===== config.mk =====
export PLATFORM = sky130hd
export DESIGN_NAME = data_mem_arbiter
export DESIGN_NICKNAME = d
export VERILOG_FILES = /design/src/rtl/arb_pkg.sv /design/src/rtl/rr_pick2.sv /design/src/rtl/data_mem_arbiter.sv
export SDC_FILE = /design/constraint.sdc
export NUM_CORES = 1
export LEC_CHECK = 0
export ABC_AREA = 1
export BUFFER_PORTS_ARGS = -buffer_cell sky130_fd_sc_hd__buf_2
export CELL_PAD_IN_SITES_DETAIL_PLACEMENT = 1
export CELL_PAD_IN_SITES_GLOBAL_PLACEMENT = 1
export CORE_ASPECT_RATIO = 1.4
export CORE_MARGIN = 2
export CORE_UTILIZATION = 30
export DETAILED_ROUTE_END_ITERATION = 10
export PLACE_DENSITY_LB_ADDON = 0.1
export SETUP_SLACK_MARGIN = 0.4
export SYNTH_ARGS = -nofsm -noshare
export SYNTH_HDL_FRONTEND = slang
export SYNTH_SLANG_ARGS = --single-unit
export TNS_END_PERCENT = 30

===== constraint.sdc =====
create_clock -name clk -period 2.2 [get_ports clk]
set_input_delay 0.22 -clock clk [delete_from_list [all_inputs] [get_ports clk]]
set_output_delay 0.22 -clock clk [all_outputs]
set_load 0.005 [all_outputs]

===== src/rtl/arb_pkg.sv =====
// Shared types and constants for the data memory arbiter slice.
package arb_pkg;

  typedef enum logic [1:0] {
    ST_IDLE   = 2'd0,
    ST_ACCESS = 2'd1,
    ST_DONE   = 2'd2
  } arb_state_e;

  localparam logic PORT_CPU = 1'b0;
  localparam logic PORT_DBG = 1'b1;

endpackage


===== src/rtl/rr_pick2.sv =====
// Combinational two-way round-robin chooser; the pointer names the winner on a tie.
module rr_pick2
  import arb_pkg::*;
(
  input  logic req0,
  input  logic req1,
  input  logic pointer,
  output logic grant_valid,
  output logic grant_id
);

  always_comb begin
    grant_valid = req0 | req1;
    grant_id    = PORT_CPU;
    if (req0 && req1) begin
      grant_id = pointer;
    end else if (req1) begin
      grant_id = PORT_DBG;
    end
  end

endmodule


===== src/rtl/data_mem_arbiter.sv =====
// Shares the single-port data memory between the CPU (port 0) and debug (port 1) paths.
// Each access is IDLE -> ACCESS -> DONE; memory-side outputs are registered.
module data_mem_arbiter
  import arb_pkg::*;
#(
  parameter int unsigned DATA_W = 32,
  parameter int unsigned ADDR_W = 32,
  parameter int unsigned DEPTH  = 8
) (
  input  logic              clk,
  input  logic              reset,
  input  logic              req0,
  input  logic              we0,
  input  logic [ADDR_W-1:0] addr0,
  input  logic [DATA_W-1:0] wdata0,
  output logic              ack0,
  output logic [DATA_W-1:0] rdata0,
  input  logic              req1,
  input  logic              we1,
  input  logic [ADDR_W-1:0] addr1,
  input  logic [DATA_W-1:0] wdata1,
  output logic              ack1,
  output logic [DATA_W-1:0] rdata1,
  output logic              err,
  output logic [ADDR_W-1:0] mem_address,
  output logic [DATA_W-1:0] mem_writeData,
  output logic              mem_memWrite,
  output logic              mem_memRead,
  input  logic [DATA_W-1:0] mem_readData
);

  arb_state_e state_q, state_d;
  logic ptr_q, ptr_d;
  logic id_q, id_d;
  logic we_q, we_d;
  logic oor_q, oor_d;

  logic grant_valid, grant_id;
  logic              sel_we, sel_oor;
  logic [ADDR_W-1:0] sel_addr;
  logic [DATA_W-1:0] sel_wdata;

  logic              ack0_d, ack1_d, err_d;
  logic [DATA_W-1:0] rdata0_d, rdata1_d;
  logic [ADDR_W-1:0] mem_address_d;
  logic [DATA_W-1:0] mem_writeData_d;
  logic              mem_memWrite_d, mem_memRead_d;

  rr_pick2 u_pick (
    .req0        (req0),
    .req1        (req1),
    .pointer     (ptr_q),
    .grant_valid (grant_valid),
    .grant_id    (grant_id)
  );

  assign sel_we    = (grant_id == PORT_DBG) ? we1    : we0;
  assign sel_addr  = (grant_id == PORT_DBG) ? addr1  : addr0;
  assign sel_wdata = (grant_id == PORT_DBG) ? wdata1 : wdata0;
  assign sel_oor   = (sel_addr >= ADDR_W'(DEPTH));

  always_ff @(posedge clk) begin
    if (!reset) begin
      state_q       <= ST_IDLE;
      ptr_q         <= PORT_CPU;
      id_q          <= PORT_CPU;
      we_q          <= 1'b0;
      oor_q         <= 1'b0;
      ack0          <= 1'b0;
      ack1          <= 1'b0;
      err           <= 1'b0;
      rdata0        <= '0;
      rdata1        <= '0;
      mem_address   <= '0;
      mem_writeData <= '0;
      mem_memWrite  <= 1'b0;
      mem_memRead   <= 1'b0;
    end else begin
      state_q       <= state_d;
      ptr_q         <= ptr_d;
      id_q          <= id_d;
      we_q          <= we_d;
      oor_q         <= oor_d;
      ack0          <= ack0_d;
      ack1          <= ack1_d;
      err           <= err_d;
      rdata0        <= rdata0_d;
      rdata1        <= rdata1_d;
      mem_address   <= mem_address_d;
      mem_writeData <= mem_writeData_d;
      mem_memWrite  <= mem_memWrite_d;
      mem_memRead   <= mem_memRead_d;
    end
  end

  // The pointer only moves when both ports were asking.
  always_comb begin
    state_d = state_q;
    ptr_d   = ptr_q;
    id_d    = id_q;
    we_d    = we_q;
    oor_d   = oor_q;
    case (state_q)
      ST_IDLE: begin
        if (grant_valid) begin
          state_d = ST_ACCESS;
          id_d    = grant_id;
          we_d    = sel_we;
          oor_d   = sel_oor;
          if (req0 && req1) ptr_d = ~ptr_q;
        end
      end
      ST_ACCESS: state_d = ST_DONE;
      ST_DONE:   state_d = ST_IDLE;
      default:   state_d = ST_IDLE;
    endcase
  end

  // Memory outputs are loaded at the grant edge so they are stable for the whole ACCESS cycle.
  always_comb begin
    mem_address_d   = mem_address;
    mem_writeData_d = mem_writeData;
    mem_memWrite_d  = 1'b0;
    mem_memRead_d   = 1'b0;
    ack0_d          = 1'b0;
    ack1_d          = 1'b0;
    err_d           = 1'b0;
    rdata0_d        = rdata0;
    rdata1_d        = rdata1;
    case (state_q)
      ST_IDLE: begin
        if (grant_valid) begin
          mem_address_d   = sel_addr;
          mem_writeData_d = sel_wdata;
          mem_memWrite_d  = sel_we & ~sel_oor;
          mem_memRead_d   = ~sel_we & ~sel_oor;
        end
      end
      ST_ACCESS: begin
        ack0_d = (id_q == PORT_CPU);
        ack1_d = (id_q == PORT_DBG);
        err_d  = oor_q;
        if (!we_q) begin
          if (id_q == PORT_DBG) rdata1_d = oor_q ? '0 : mem_readData;
          else                  rdata0_d = oor_q ? '0 : mem_readData;
        end
      end
      default: ;
    endcase
  end

endmodule


== Word level (Yosys, flattened, before mapping) ==
Cells that the tools add are included.

* Bits in latches: 0
* Output and inout port bits: 133
* Input bits: 166
* Logic and storage cells: 41
* ROM bits: 0
* Memory bits (writable): 0
* Register bits after elaboration: 139
* Memories kept: 0

* Reductions and logical operators: 8
* Shift-type cells: 0
* Add/sub/neg operators: 0
* $mul: 0
* Bitwise operators: 8
* Multiplexer cells: 8
* Magnitude comparators: 1
* Divide/modulo/power cells: 0
* Equality and inequality tests: 2

{| class="wikitable"
|+ Operators by type and width
! cell !! count
|-
| two-way mux 32 bit || 3
|-
| >= comparator 32 x 4 -> 1 bit, second input constant || 1
|-
| AND reduction 3 bit || 4
|-
| NOT 1 bit || 5
|-
| one-hot mux 2 bit (2 select lines) || 1
|-
| AND reduction 2 bit || 2
|-
| two-way mux 1 bit || 3
|-
| bitwise AND 1 bit || 2
|-
| equality test 2 x 1 -> 1 bit, second input constant || 1
|-
| logical NOT 2 bit || 1
|-
| two-way mux 2 bit || 1
|-
| != test 2 bit, second input constant || 1
|-
| logical AND 1 bit || 1
|-
| OR 1 bit || 1
|}

== Depth between registers and ports, before layout ==
* Depth after elaboration: 6
* Depth in mapped cells: 13
* Depth with buffers taken out: 12

== By module ==
Synthesis repeated with hierarchy kept, for this count alone.

* Cells, all modules: 742
* Area, all modules: 5771.8 um^2

{| class="wikitable"
|+ By module, submodules not included
! module !! cells an instance !! area an instance (um^2) !! instances !! seq. area each (um^2)
|-
| data_mem_arbiter || 737 || 5749.3 || 1 || 2782.7
|-
| rr_pick2 || 5 || 22.5 || 1 || 0.0
|}

== Worst setup path before layout ==
Ideal clock, no wire load.

* Path type: register -> register
* Start: register ptr_q
* End: register mem_writeData[10]
* Data arrival time: 1407 ps
* Path buffers: 2
* Library setup time: 117 ps
* Slack: 677 ps
* Cell stages (with the launch flop): 8
* Cells stage by stage: dfxtp_1 inv_1 nand2_1 nand2_1 buf_2 buf_2 mux2_2 a22o_1

* Cells in the longest elaborated chain, start to end: 2

{| class="wikitable"
|+ Ends and longest elaborated chain
! item !! RTL line !! RTL
|-
| start: declaration || data_mem_arbiter.sv:33 || <nowiki>logic ptr_q, ptr_d;</nowiki>
|-
| start signal: assignment || data_mem_arbiter.sv:80 || <nowiki>ptr_q <= ptr_d;</nowiki>
|-
| two-way mux 1 bit || rr_pick2.sv:15 || <nowiki>if (req0 && req1) begin</nowiki>
|-
| two-way mux 32 bit || data_mem_arbiter.sv:59 || <nowiki>assign sel_wdata = (grant_id == PORT_DBG) ? wdata1 : wdata0;</nowiki>
|-
| end signal: assignment || data_mem_arbiter.sv:90 || <nowiki>mem_writeData <= mem_writeData_d;</nowiki>
|-
| end: declaration || data_mem_arbiter.sv:26 || <nowiki>output logic [DATA_W-1:0] mem_writeData,</nowiki>
|}

No other way between the ends.
A chain may end at the register's enable or synchronous reset.

== Worst setup path after layout ==
* Start: register ptr_q
* End: register mem_memWrite

* Cells in the longest elaborated chain, start to end: 5
* Elaborated cells on any way between the ends: 6

{| class="wikitable"
|+ Ends and longest elaborated chain
! item !! RTL line !! RTL
|-
| two-way mux 1 bit (*) || rr_pick2.sv:15 ||
|-
| two-way mux 32 bit || data_mem_arbiter.sv:58 || <nowiki>assign sel_addr = (grant_id == PORT_DBG) ? addr1 : addr0;</nowiki>
|-
| >= comparator 32 x 4 -> 1 bit || data_mem_arbiter.sv:60 || <nowiki>assign sel_oor = (sel_addr >= ADDR_W'(DEPTH));</nowiki>
|-
| NOT 1 bit || data_mem_arbiter.sv:135 || <nowiki>mem_memWrite_d = sel_we & ~sel_oor;</nowiki>
|-
| bitwise AND 1 bit (*) || data_mem_arbiter.sv:135 ||
|-
| end signal: assignment || data_mem_arbiter.sv:91 || <nowiki>mem_memWrite <= mem_memWrite_d;</nowiki>
|-
| end: declaration || data_mem_arbiter.sv:27 || <nowiki>output logic mem_memWrite,</nowiki>
|}

Every way passes the cells marked *; elsewhere a longest branch is shown, timed or not.

==> metrics.cfg <==
[synth]
postSynthAreaPerCell_um2 = 7.94
yosys.cell_types.count = 19
yosysSeqAreaShare_pct = 47.9
yosys_warnings = 0
syn-num-nets = 898
syn_area_um2 = 5810
synth_cells = 732
synth_seq_cells = 139

[sta]
hold_slack_ns = 0.0710
rsz0062_at_grt = no
hold_viol_final = 0
max_freq_ghz = 0.606
layout_setup_ws_ns = 0.550
skew_ns = 0.0119
tightest_slew_ns = 0.712
min_period_ns = 1.65
slew_headroom_pct = 52.5
period_share_pct = 75.0
setup_viol = 0
fin_tns_setup_ns = 0
drv_slew = 0

[worst_setup_path]
rrSetupSlack_ns = 0.55
critical_path_arrival_ns = 1.99
crit_type = reg -> reg
cp.required_ns = 2.54
reg2reg_to = mem_memWrite$_SDFF_PN0_
r2r-start = ptr_q$_SDFFE_PN0P_
crit_end = mem_memWrite$_SDFF_PN0_
critPathLaunch = ptr_q$_SDFFE_PN0P_
cp-end-kind = flip-flop
cp-start-kind = flip-flop
rr_worst_depth = 12
cp_max_fo = 17

[global_route]
grt_overflow_total = 0
grt_use_total_pct = 19.8
grt_pass1_wl_um = 32100
antenna_found_initial = 1
grt_pass1_vias = 6161
grt_start_max_net_pins = 68

[floorplanning]
die_w_um = 122
start_util_pct = 30.3
row_count = 60
core_area_um2 = 19100
die_h_um = 169
fp.dieArea_um2 = 20500
ios = 299

[routing]
vias_per_cell = 4.73
drt_iter0_drc = 263
dr.pass1.iters = 6
drc = 0
avgRoutedWirePerCell_um = 16.5
ant_nets = 0
drt-total-wl_um = 21200
via_count = 6078

[pwr]
pwr-share-clk_pct = 42.8
pwr-share-comb_pct = 16.5
fin_total_pwr_mw = 6.93
power.internal_mw = 4.97
powerDensity_nw_per_um2 = 829
switching_share_pct = 28.3
seqPwrFrac_pct = 40.7
leakagePower_nw = 4.32
switchingPower_mw = 1.97
ir_drop_uv = 429

[cells_and_area]
syn_to_final_growth_pct = 43.9
num-nets-final = 1190
n_antenna_cell = 0
drive_above_1_share_pct = 38.7
layoutNonFillerInstCount = 1285

[clock_tree]
cts_tree = yes
path_clk_slew_ns = 0.07
numCtsBuffers = 17
htreeDepth = 4
cts_buffer_depth = 2
clock-sinks = 139
cts_root_buf = clkbuf_16
clkLatencyLatePin_ns = 0.42

[placement]
gp_congestion = 0.819
placed_cells = 1247
dp_slack_ns = 0.391
dp_hpwl_um = 15100
port_buffers = 298

[hold_path]
hp-class = in -> reg

[outcome]
status = complete, no violations

[run]
drv_cap = 0

-- power groups by stage --
stage / clock, mW / combinational (mW) / sequential [mW]
2_1_floorplan: 0 / 0.538 / 2.89
3_3_place_gp: 0 / 1.10 / 2.87
3_5_place_dp: 0 / 1.11 / 2.87
4_1_cts: 3.05 / 1.12 / 2.82
5_1_grt: 3.16 / 1.28 / 2.85
6_report: 2.97 / 1.15 / 2.82
-- metal layers --
layer  up-vias  global-route usage (%)  share of wire (%)
li1       3005                       -                  -
met1      2857                    22.9                 41
met2       182                    34.7                 51
met3        32                    5.53                5.6
met4         2                    6.75                2.3
met5         -                       0              0.033
-- sequential cells by signal, summed over array words and instances, names as in the netlist, 2 cells and up --
register / flops
mem_writeData: 32
mem_address: 32
rdata1: 32
rdata0: 32
state_q: 2
-- stage by stage --
step	instance area [um2]	util, %
floorplan	5810	-
global placement	7590	39.7
detailed placement	7590	39.7
CTS	8210	42.9
global route	8360	43.7
finish	8360	43.7
-- repair_timing --
item,CTS,global route
gates cloned,0,3
hold buffers,0,0
setup buffers,0,3
pin swaps,0,2
gates resized for setup,3,10
setup endpoints to repair,2,3
-- worst min path at each step --
stage	startpoint	to	slack, ns	depth (start not counted)
floorplan	mem_readData[30]	rdata1[30]$_SDFFE_PN0P_	0.38	2
global placement	mem_address[12]$_SDFFE_PN0P_	mem_address[12]$_SDFFE_PN0P_	0.43	2
detailed placement	mem_address[12]$_SDFFE_PN0P_	mem_address[12]$_SDFFE_PN0P_	0.44	2
CTS	mem_readData[26]	rdata1[26]$_SDFFE_PN0P_	0.05	3
global route	mem_readData[3]	rdata0[3]$_SDFFE_PN0P_	0.06	3
finish	mem_readData[12]	rdata1[12]$_SDFFE_PN0P_	0.07	3
-- cell usage after synthesis --
library cell	instances	share of area, %
a211oi_1	2	0.26
a21oi_1	53	4.6
a22o_1	36	5.4
buf_2	19	1.6
buf_4	2	0.26
buf_6	1	0.19
clkbuf_1	27	1.7
clkbuf_2	1	0.086
dfxtp_1	139	48
inv_1	53	3.4
inv_2	2	0.13
mux2_2	35	6.8
nand2_1	174	11
nand3_1	18	1.6
nand3b_1	24	3.1
nor2_1	59	3.8
nor3_4	2	0.56
o21ai_0	84	7.2
o21ai_1	1	0.086
-- layout make-up --
| type | instances | area [um2] |
|---|---|---|
| Fill cell | 2412 | 10800 |
| Sequential cell | 139 | 2780 |
| Multi-Input combinational cell | 488 | 2640 |
| Timing Repair Buffer | 323 | 1820 |
| Clock buffer | 17 | 425 |
| Tap cell | 248 | 310 |
| Inverter | 55 | 206 |
| Clock inverter | 15 | 180 |
-- critical path, stage by stage, from the launching register on --
cell      delay (ns)
dfxtp_1         0.32
inv_2           0.06
nand2_4         0.13
buf_12          0.15
buf_8           0.15
nand3b_1        0.08
nand2_1         0.10
nand2_1         0.07
nor2_1          0.08
nand2_1         0.08
nor2_2          0.13
nand3_1         0.09
nor2_1          0.12
-- layout by cell type, fill, tap and decap left out --
| master | instances |
|---|---|
| nor2_2 | 2 |
| nand2_8 | 1 |
| nor3_4 | 2 |
| a21oi_1 | 53 |
| a22o_1 | 36 |
| buf_2 | 298 |
| nand2_4 | 1 |
| a211oi_1 | 2 |
| dfxtp_1 | 139 |
| buf_8 | 1 |
| inv_6 | 4 |
| o21ai_0 | 84 |
| o21ai_1 | 1 |
| nand3_1 | 18 |
| nor2_1 | 55 |
| clkinvlp_4 | 3 |
| inv_8 | 4 |
| nor2_4 | 2 |
| mux2_2 | 35 |
| nand2_1 | 172 |
| inv_1 | 52 |
| buf_12 | 6 |
| bufinv_16 | 2 |
| clkbuf_16 | 20 |
| buf_4 | 14 |
| clkinv_4 | 2 |
| nand3b_1 | 24 |
| buf_6 | 1 |
| inv_2 | 3 |
-- cells by family (layout without fill, tap and decap cells) --
| family | count (synthesis) | count (layout) | share of synthesized area, % |
|---|---|---|---|
| flip-flops | 139 | 139 | 47.9 |
| multiplexers | 35 | 35 | 6.78 |
| buffers and inverters | 105 | 410 | 7.47 |
| AO/OA/AOI/OAI | 176 | 176 | 17.6 |
| AND/OR/NAND/NOR | 277 | 277 | 20.3 |
Power figures use the tool's default switching activity.
